<file path="src/rtl/bp_load_align_pkg.sv">
// bp_load_align_pkg: size encodings, width helper and metadata struct macro shared by the load-align slice
`define BP_LOAD_ALIGN_META_S(sel_w) struct packed { logic sgn; logic [bp_load_align_pkg::size_width(sel_w)-1:0] size; logic [(sel_w)-1:0] sel; }

package bp_load_align_pkg;
   localparam int size_byte   = 0;
   localparam int size_half   = 1;
   localparam int size_word   = 2;
   localparam int size_double = 3;

   function automatic int size_width(input int sel_w);
      return (sel_w < 1) ? 1 : $clog2(sel_w + 1);
   endfunction
endpackage

</file>
<file path="src/rtl/bp_load_align_pipe_if.sv">
// bp_load_align_pipe_if: load metadata, memory response and aligned result channels
interface bp_load_align_pipe_if
   import bp_load_align_pkg::*;
   #(parameter int data_width_p = 64,
     parameter int unit_width_p = 8,
     parameter int els_p        = 4) ();
   localparam int sel_width_lp  = $clog2(data_width_p / unit_width_p);
   localparam int size_width_lp = size_width(sel_width_lp);
   localparam int cnt_width_lp  = $clog2(els_p + 1);
   logic                     req_v_i;
   logic                     req_ready_o;
   logic [sel_width_lp-1:0]  req_sel_i;
   logic [size_width_lp-1:0] req_size_i;
   logic                     req_signed_i;
   logic                     resp_v_i;
   logic                     resp_ready_o;
   logic [data_width_p-1:0]  resp_data_i;
   logic                     data_v_o;
   logic                     data_ready_i;
   logic [data_width_p-1:0]  data_o;
   logic [cnt_width_lp-1:0]  pending_o;

   modport master (
      output req_v_i, req_sel_i, req_size_i, req_signed_i, resp_v_i, resp_data_i, data_ready_i,
      input  req_ready_o, resp_ready_o, data_v_o, data_o, pending_o
   );

   modport slave (
      input  req_v_i, req_sel_i, req_size_i, req_signed_i, resp_v_i, resp_data_i, data_ready_i,
      output req_ready_o, resp_ready_o, data_v_o, data_o, pending_o
   );
endinterface

</file>
<file path="src/rtl/bp_load_align_meta_fifo.sv">
// bp_load_align_meta_fifo: 1r1w metadata FIFO with count output and no bypass in either direction
module bp_load_align_meta_fifo #(
   parameter int width_p = 6,
   parameter int els_p   = 4,
   localparam int cnt_width_lp = $clog2(els_p + 1)
) (
   input  logic                    clk_i,
   input  logic                    reset_n_i,
   input  logic                    v_i,
   input  logic [width_p-1:0]      data_i,
   output logic                    ready_o,
   input  logic                    yumi_i,
   output logic [width_p-1:0]      data_o,
   output logic [cnt_width_lp-1:0] count_o
);
   localparam int ptr_width_lp = (els_p > 1) ? $clog2(els_p) : 1;
   logic [width_p-1:0]      mem_q [els_p];
   logic [width_p-1:0]      mem_d [els_p];
   logic [ptr_width_lp-1:0] wptr_q, wptr_d, rptr_q, rptr_d;
   logic [cnt_width_lp-1:0] count_q, count_d;
   logic                    push, pop;

   always_comb begin
      ready_o = count_q != cnt_width_lp'(els_p);
      push    = v_i & ready_o;
      pop     = yumi_i & (count_q != '0);
      mem_d   = mem_q;
      if (push) mem_d[wptr_q] = data_i;
      wptr_d  = push ? ((wptr_q == ptr_width_lp'(els_p - 1)) ? '0 : wptr_q + ptr_width_lp'(1)) : wptr_q;
      rptr_d  = pop ? ((rptr_q == ptr_width_lp'(els_p - 1)) ? '0 : rptr_q + ptr_width_lp'(1)) : rptr_q;
      count_d = count_q + cnt_width_lp'(push) - cnt_width_lp'(pop);
      data_o  = mem_q[rptr_q];
      count_o = count_q;
   end

   always_ff @(posedge clk_i or negedge reset_n_i) begin
      if (!reset_n_i) begin
         mem_q   <= '{default: '0};
         wptr_q  <= '0;
         rptr_q  <= '0;
         count_q <= '0;
      end else begin
         mem_q   <= mem_d;
         wptr_q  <= wptr_d;
         rptr_q  <= rptr_d;
         count_q <= count_d;
      end
   end
endmodule

</file>
<file path="src/rtl/bp_load_align_pipe.sv">
// bp_load_align_pipe: pairs in-order load responses with queued metadata, aligns/extends them, registers the result
module bp_load_align_pipe
   import bp_load_align_pkg::*;
   #(parameter int data_width_p = 64,
     parameter int unit_width_p = 8,
     parameter int els_p        = 4)
   (input logic clk_i,
    input logic reset_n_i,
    bp_load_align_pipe_if.slave io);
   localparam int sel_width_lp   = $clog2(data_width_p / unit_width_p);
   localparam int size_width_lp  = size_width(sel_width_lp);
   localparam int cnt_width_lp   = $clog2(els_p + 1);
   localparam int shift_width_lp = $clog2(data_width_p) + 1;
   typedef `BP_LOAD_ALIGN_META_S(sel_width_lp) meta_s;
   meta_s                     req_meta, resp_meta;
   logic [cnt_width_lp-1:0]   count;
   logic                      pop, data_v_q, data_v_d;
   logic [data_width_p-1:0]   data_q, data_d, rot, mask, sign_sh, ext;
   logic [2*data_width_p-1:0] dbl;
   logic [shift_width_lp-1:0] shamt, w;

   assign req_meta = '{sgn: io.req_signed_i, size: io.req_size_i, sel: io.req_sel_i};

   bp_load_align_meta_fifo #(.width_p($bits(meta_s)), .els_p(els_p)) meta_fifo (
      .clk_i    (clk_i),
      .reset_n_i(reset_n_i),
      .v_i      (io.req_v_i),
      .data_i   (req_meta),
      .ready_o  (io.req_ready_o),
      .yumi_i   (pop),
      .data_o   (resp_meta),
      .count_o  (count)
   );

   always_comb begin
      io.resp_ready_o = (count != '0) & (~data_v_q | io.data_ready_i);
      pop             = io.resp_v_i & io.resp_ready_o;
      shamt           = shift_width_lp'(resp_meta.sel) << $clog2(unit_width_p);
      dbl             = {io.resp_data_i, io.resp_data_i} >> shamt;
      rot             = dbl[data_width_p-1:0];
      w               = shift_width_lp'(unit_width_p) << resp_meta.size;
      mask            = ~({data_width_p{1'b1}} << w);
      sign_sh         = rot >> (w - shift_width_lp'(1));
      ext             = (resp_meta.size >= size_width_lp'(sel_width_lp)) ? rot
                        : (rot & mask) | ({data_width_p{resp_meta.sgn & sign_sh[0]}} & ~mask);
      data_v_d        = pop | (data_v_q & ~io.data_ready_i);
      data_d          = pop ? ext : data_q;
      io.data_v_o     = data_v_q;
      io.data_o       = data_q;
      io.pending_o    = count;
   end

   always_ff @(posedge clk_i or negedge reset_n_i) begin
      if (!reset_n_i) begin
         data_v_q <= 1'b0;
         data_q   <= '0;
      end else begin
         data_v_q <= data_v_d;
         data_q   <= data_d;
      end
   end
endmodule

</file>
<file path="src/flat_wrapper.sv">
// flat-port wrapper written by rule: the top's interface ports become plain ports
module bp_load_align_pipe_flat import bp_load_align_pkg::*;
#(parameter int data_width_p = 64,
     parameter int unit_width_p = 8,
     parameter int els_p        = 4)
  (clk_i, reset_n_i, io_req_v_i, io_req_sel_i, io_req_size_i, io_req_signed_i, io_resp_v_i, io_resp_data_i, io_data_ready_i, io_req_ready_o, io_resp_ready_o, io_data_v_o, io_data_o, io_pending_o);
  bp_load_align_pipe_if #(.data_width_p(data_width_p), .unit_width_p(unit_width_p), .els_p(els_p)) io_i ();
  input logic clk_i;
  input logic reset_n_i;
  input wire logic [$bits(io_i.req_v_i)-1:0] io_req_v_i;
  input wire logic [$bits(io_i.req_sel_i)-1:0] io_req_sel_i;
  input wire logic [$bits(io_i.req_size_i)-1:0] io_req_size_i;
  input wire logic [$bits(io_i.req_signed_i)-1:0] io_req_signed_i;
  input wire logic [$bits(io_i.resp_v_i)-1:0] io_resp_v_i;
  input wire logic [$bits(io_i.resp_data_i)-1:0] io_resp_data_i;
  input wire logic [$bits(io_i.data_ready_i)-1:0] io_data_ready_i;
  output wire logic [$bits(io_i.req_ready_o)-1:0] io_req_ready_o;
  output wire logic [$bits(io_i.resp_ready_o)-1:0] io_resp_ready_o;
  output wire logic [$bits(io_i.data_v_o)-1:0] io_data_v_o;
  output wire logic [$bits(io_i.data_o)-1:0] io_data_o;
  output wire logic [$bits(io_i.pending_o)-1:0] io_pending_o;
  assign io_i.req_v_i = io_req_v_i;
  assign io_i.req_sel_i = io_req_sel_i;
  assign io_i.req_size_i = io_req_size_i;
  assign io_i.req_signed_i = io_req_signed_i;
  assign io_i.resp_v_i = io_resp_v_i;
  assign io_i.resp_data_i = io_resp_data_i;
  assign io_i.data_ready_i = io_data_ready_i;
  assign io_req_ready_o = io_i.req_ready_o;
  assign io_resp_ready_o = io_i.resp_ready_o;
  assign io_data_v_o = io_i.data_v_o;
  assign io_data_o = io_i.data_o;
  assign io_pending_o = io_i.pending_o;
  bp_load_align_pipe #(.data_width_p(data_width_p), .unit_width_p(unit_width_p), .els_p(els_p)) u_core (.clk_i(clk_i), .reset_n_i(reset_n_i), .io(io_i));
endmodule
</file>
<file path="config.mk">
export PLATFORM = sky130hd
export DESIGN_NAME = bp_load_align_pipe_flat
export DESIGN_NICKNAME = d
export VERILOG_FILES = /design/src/rtl/bp_load_align_pkg.sv /design/src/rtl/bp_load_align_pipe_if.sv /design/src/rtl/bp_load_align_meta_fifo.sv /design/src/rtl/bp_load_align_pipe.sv /design/src/flat_wrapper.sv
export SDC_FILE = /design/constraint.sdc
export NUM_CORES = 1
export LEC_CHECK = 0
export CELL_PAD_IN_SITES_DETAIL_PLACEMENT = 1
export CELL_PAD_IN_SITES_GLOBAL_PLACEMENT = 1
export CORE_MARGIN = 4
export CORE_UTILIZATION = 40
export CTS_BUF_LIST = sky130_fd_sc_hd__clkbuf_2
export CTS_CLUSTER_SIZE = 10
export DETAILED_ROUTE_END_ITERATION = 10
export PLACE_DENSITY_LB_ADDON = 0.1
export SYNTH_ARGS = -nofsm -noshare
export SYNTH_HDL_FRONTEND = slang
export SYNTH_SLANG_ARGS = --single-unit
</file>
<file path="constraint.sdc">
create_clock -name clk_i -period 3.04 [get_ports clk_i]
set_input_delay 0.912 -clock clk_i [delete_from_list [all_inputs] [get_ports clk_i]]
set_output_delay 0.912 -clock clk_i [all_outputs]
set_load 0.005 [all_outputs]
</file>
==> results_dict.tcl <==
set metrics [dict create \
    cp_slowest_stage_delay_ps 790 \
    grt_pass1_vias 5939 \
    critPathKind "flip-flop to flip-flop" \
    power.switching_uw 5558 \
    dieArea_um2 17260 \
    cts_root_buf "clkbuf_2" \
    skew_ps 40.08 \
    p_leak_uw 0.003449 \
    grt_usage_pct 24.46 \
    critPathLaunchType "flip-flop" \
    io_pins 145 \
    hold_class "input port to asynchronous set/reset pin" \
    endpoint_kind "flip-flop" \
    cp_max_fo 50 \
    p_per_area_nw_per_um2 1454 \
    switching_share_pct 48.31 \
    fin_crit_sh_pct 93.53 \
    drv_slew 0 \
    crit_chain "mux4_4 -> buf_12 -> mux2i_1 -> mux2i_1 -> a221oi_1 -> a21oi_1" \
    fin_nets 812 \
    portBuffers 144 \
    drive_gt1_share_pct 11.72 \
    syn_area_um2 6090 \
    clk_pin_slew_worst_paths_ps 310 \
    gp_congestion 0.8902 \
    tightestPinTransition_ps 723.8 \
    clk_latency_ps 620 \
    cts_inserted_buffers 9 \
    setup_tns_ps 0 \
    clockPowerShare_pct 5.5 \
    worst-path-buf-inv 1 \
    cpMaxStageDelayCell "mux4_4" \
    core_um2 14700 \
    final_common_cell "clkdlybuf4s50_1" \
    layout_common_cells "clkdlybuf4s50_1, mux2i_1, dfrtp_1" \
    n_fill_cell 1632 \
    period_minus_slack_ps 2843 \
    max-slew-margin-rel_pct 51.75 \
    syn_nets 680 \
    die_w_um 131.4 \
    synthFlopType "dfrtp_1" \
    viasPerCell 5.905 \
    synth_edf_count 0 \
    gr-total-overflow 0 \
    synth-seq-area-share_pct 39.45 \
    drtAntennaViolNets 0 \
    ir_drop_uv 963.5 \
    cap_viol_max_count 0 \
    rsz0062_at_grt "no" \
    outcome "complete, no violations" \
    h-tree-depth 3 \
    dr.first_iter.drc_count 444 \
    async_reset_ff_share_pct 100.0 \
    area_growth_pct 29.90 \
    dpl.hpwl_mm 15.64 \
    antenna_found_initial 0 \
    cts_tree "yes" \
    cts_buffer_depth 2 \
    drcViolationCount 0 \
    finalHoldViolations 0 \
    grt_pass1_wl_mm 33.92 \
    yosys_warnings 0 \
    dp_cells 902 \
    avgSynthCellArea_um2 10.20 \
    synth_cells 597 \
    clock.fmax_mhz 351.7 \
    layoutNonFillerInstCount 918 \
    cp.required_ps 3540 \
    combPwrFrac_pct 73.2 \
    ctsHoldBuffers 0 \
    cpMostUsedCell "mux2i_1" \
    setup_viol 0 \
    p_seq_share_pct 21.3 \
    cts_sinks 96 \
    p_int_uw 5947 \
    arrival_ps 3350 \
    crit_family "multiplexers" \
    drt_wl_total_mm 21.02 \
    wl_per_cell_um 22.89 \
    die_height_um 131.4 \
    rows 44 \
    diodes 0 \
    vias 5421 \
    first_pass_iters 5 \
    grt_max_degree 95 \
    whs_ps 207.8 \
    postSynthRegisterBits 96 \
    synth_cell_types 45 \
    start_util_pct 41.43 \
]
## sequential cells by signal, indices dropped and copies added, names as in the netlist
signal                    flops
u_core.io.data_o             64
u_core.meta_fifo.mem_q       24
u_core.meta_fifo.count_o      3
u_core.meta_fifo.rptr_q       2
u_core.meta_fifo.wptr_q       2
u_core.io.data_v_o            1
## logic make-up (layout without fill, tap and decap cells)
logic type / after synthesis / count (layout) / synth area share (%)
AOI/OAI and AO/OA: 134 / 134 / 15.70
xor gates and xnor gates: 3 / 3 / 0.4316
adders and majority gates: 8 / 8 / 1.767
buffers and inverters: 59 / 196 / 5.075
DFF: 96 / 96 / 39.45
muxes: 163 / 163 / 28.74
and+or+nand+nor: 134 / 134 / 8.835
## path summary, 6_finish.rpt
| path | slack (ps) | from | end | cells after the start |
|---|---|---|---|---|
| min in group clk_i | 550 | u_core.io.data_v_o | u_core.io.data_v_o | 1 |
| setup reg to reg | 200 | u_core.meta_fifo.rptr_q[0] | u_core.io.data_o[45] | 6 |
| max in group asynchronous | 2180 | reset_n_i | u_core.io.data_o[51] | 2 |
| setup / recovery | 200 | u_core.meta_fifo.rptr_q[0] | u_core.io.data_o[45] | 6 |
| hold reg to reg | 550 | u_core.io.data_v_o | u_core.io.data_v_o | 1 |
| hold / removal | 210 | reset_n_i | u_core.io.data_v_o | 1 |
## stage by stage
stage	setup WS (ps)	cell area, µm²	total power, µW	util (%)
final	196.8	7910	11500	53.81
after global routing	31.47	7910	12310	53.81
after CTS	2.891	7906	11520	53.79
after detailed placement	3.898	7794	10860	53.02
after global placement	14.59	7794	10580	53.02
after floorplan	31.98	6095	7811	-
## routing by layer
| layer | up-vias | track usage, % | wire (µm) |
|---|---|---|---|
| met5 | - | 0 | 0 |
| met4 | 0 | 6.768 | 395 |
| met3 | 25 | 4.472 | 1038 |
| met2 | 165 | 41.76 | 10420 |
| met1 | 2756 | 32.10 | 9158 |
| li1 | 2475 | - | - |
## cell usage after synthesis (8+ instances only)
| master | count | share of area, % |
|---|---|---|
| a21oi_1 | 38 | 3.1 |
| a221oi_1 | 29 | 4.2 |
| a22oi_1 | 16 | 2.0 |
| a31oi_1 | 26 | 2.7 |
| buf_2 | 8 | 0.66 |
| clkbuf_1 | 26 | 1.6 |
| dfrtp_1 | 96 | 39 |
| inv_1 | 9 | 0.55 |
| mux2_2 | 28 | 5.2 |
| mux2i_1 | 128 | 21 |
| nand2_1 | 50 | 3.1 |
| nor2_1 | 67 | 4.1 |
## power by group through the flow
| stage | combinational (µW) | sequential [µW] | clock (µW) |
|---|---|---|---|
| after CTS | 8410 | 2470 | 646 |
| after global routing | 9070 | 2540 | 701 |
| after detailed placement | 8360 | 2500 | 0 |
| final | 8420 | 2460 | 633 |
| after global placement | 8120 | 2460 | 0 |
| after floorplan | 5470 | 2340 | 0 |
## layout make-up
cell class / count / area [µm²] / area share (%)
Sequential cell: 96 / 2404 / 30.39
Clock buffer: 9 / 45.04 / 0.5694
Tap cell: 184 / 230.2 / 2.910
Timing Repair Buffer: 171 / 1744 / 22.05
Clock inverter: 7 / 62.56 / 0.7909
Multi-Input combinational cell: 442 / 3391 / 42.87
Inverter: 9 / 33.78 / 0.4271
## timing repair
item                                    4_1_cts  5_1_grt
resized for setup                             1        2
buffers inserted                              0        0
endpoints found under the setup margin        1       17
Note: power is estimated with default switching activity, not from simulation.
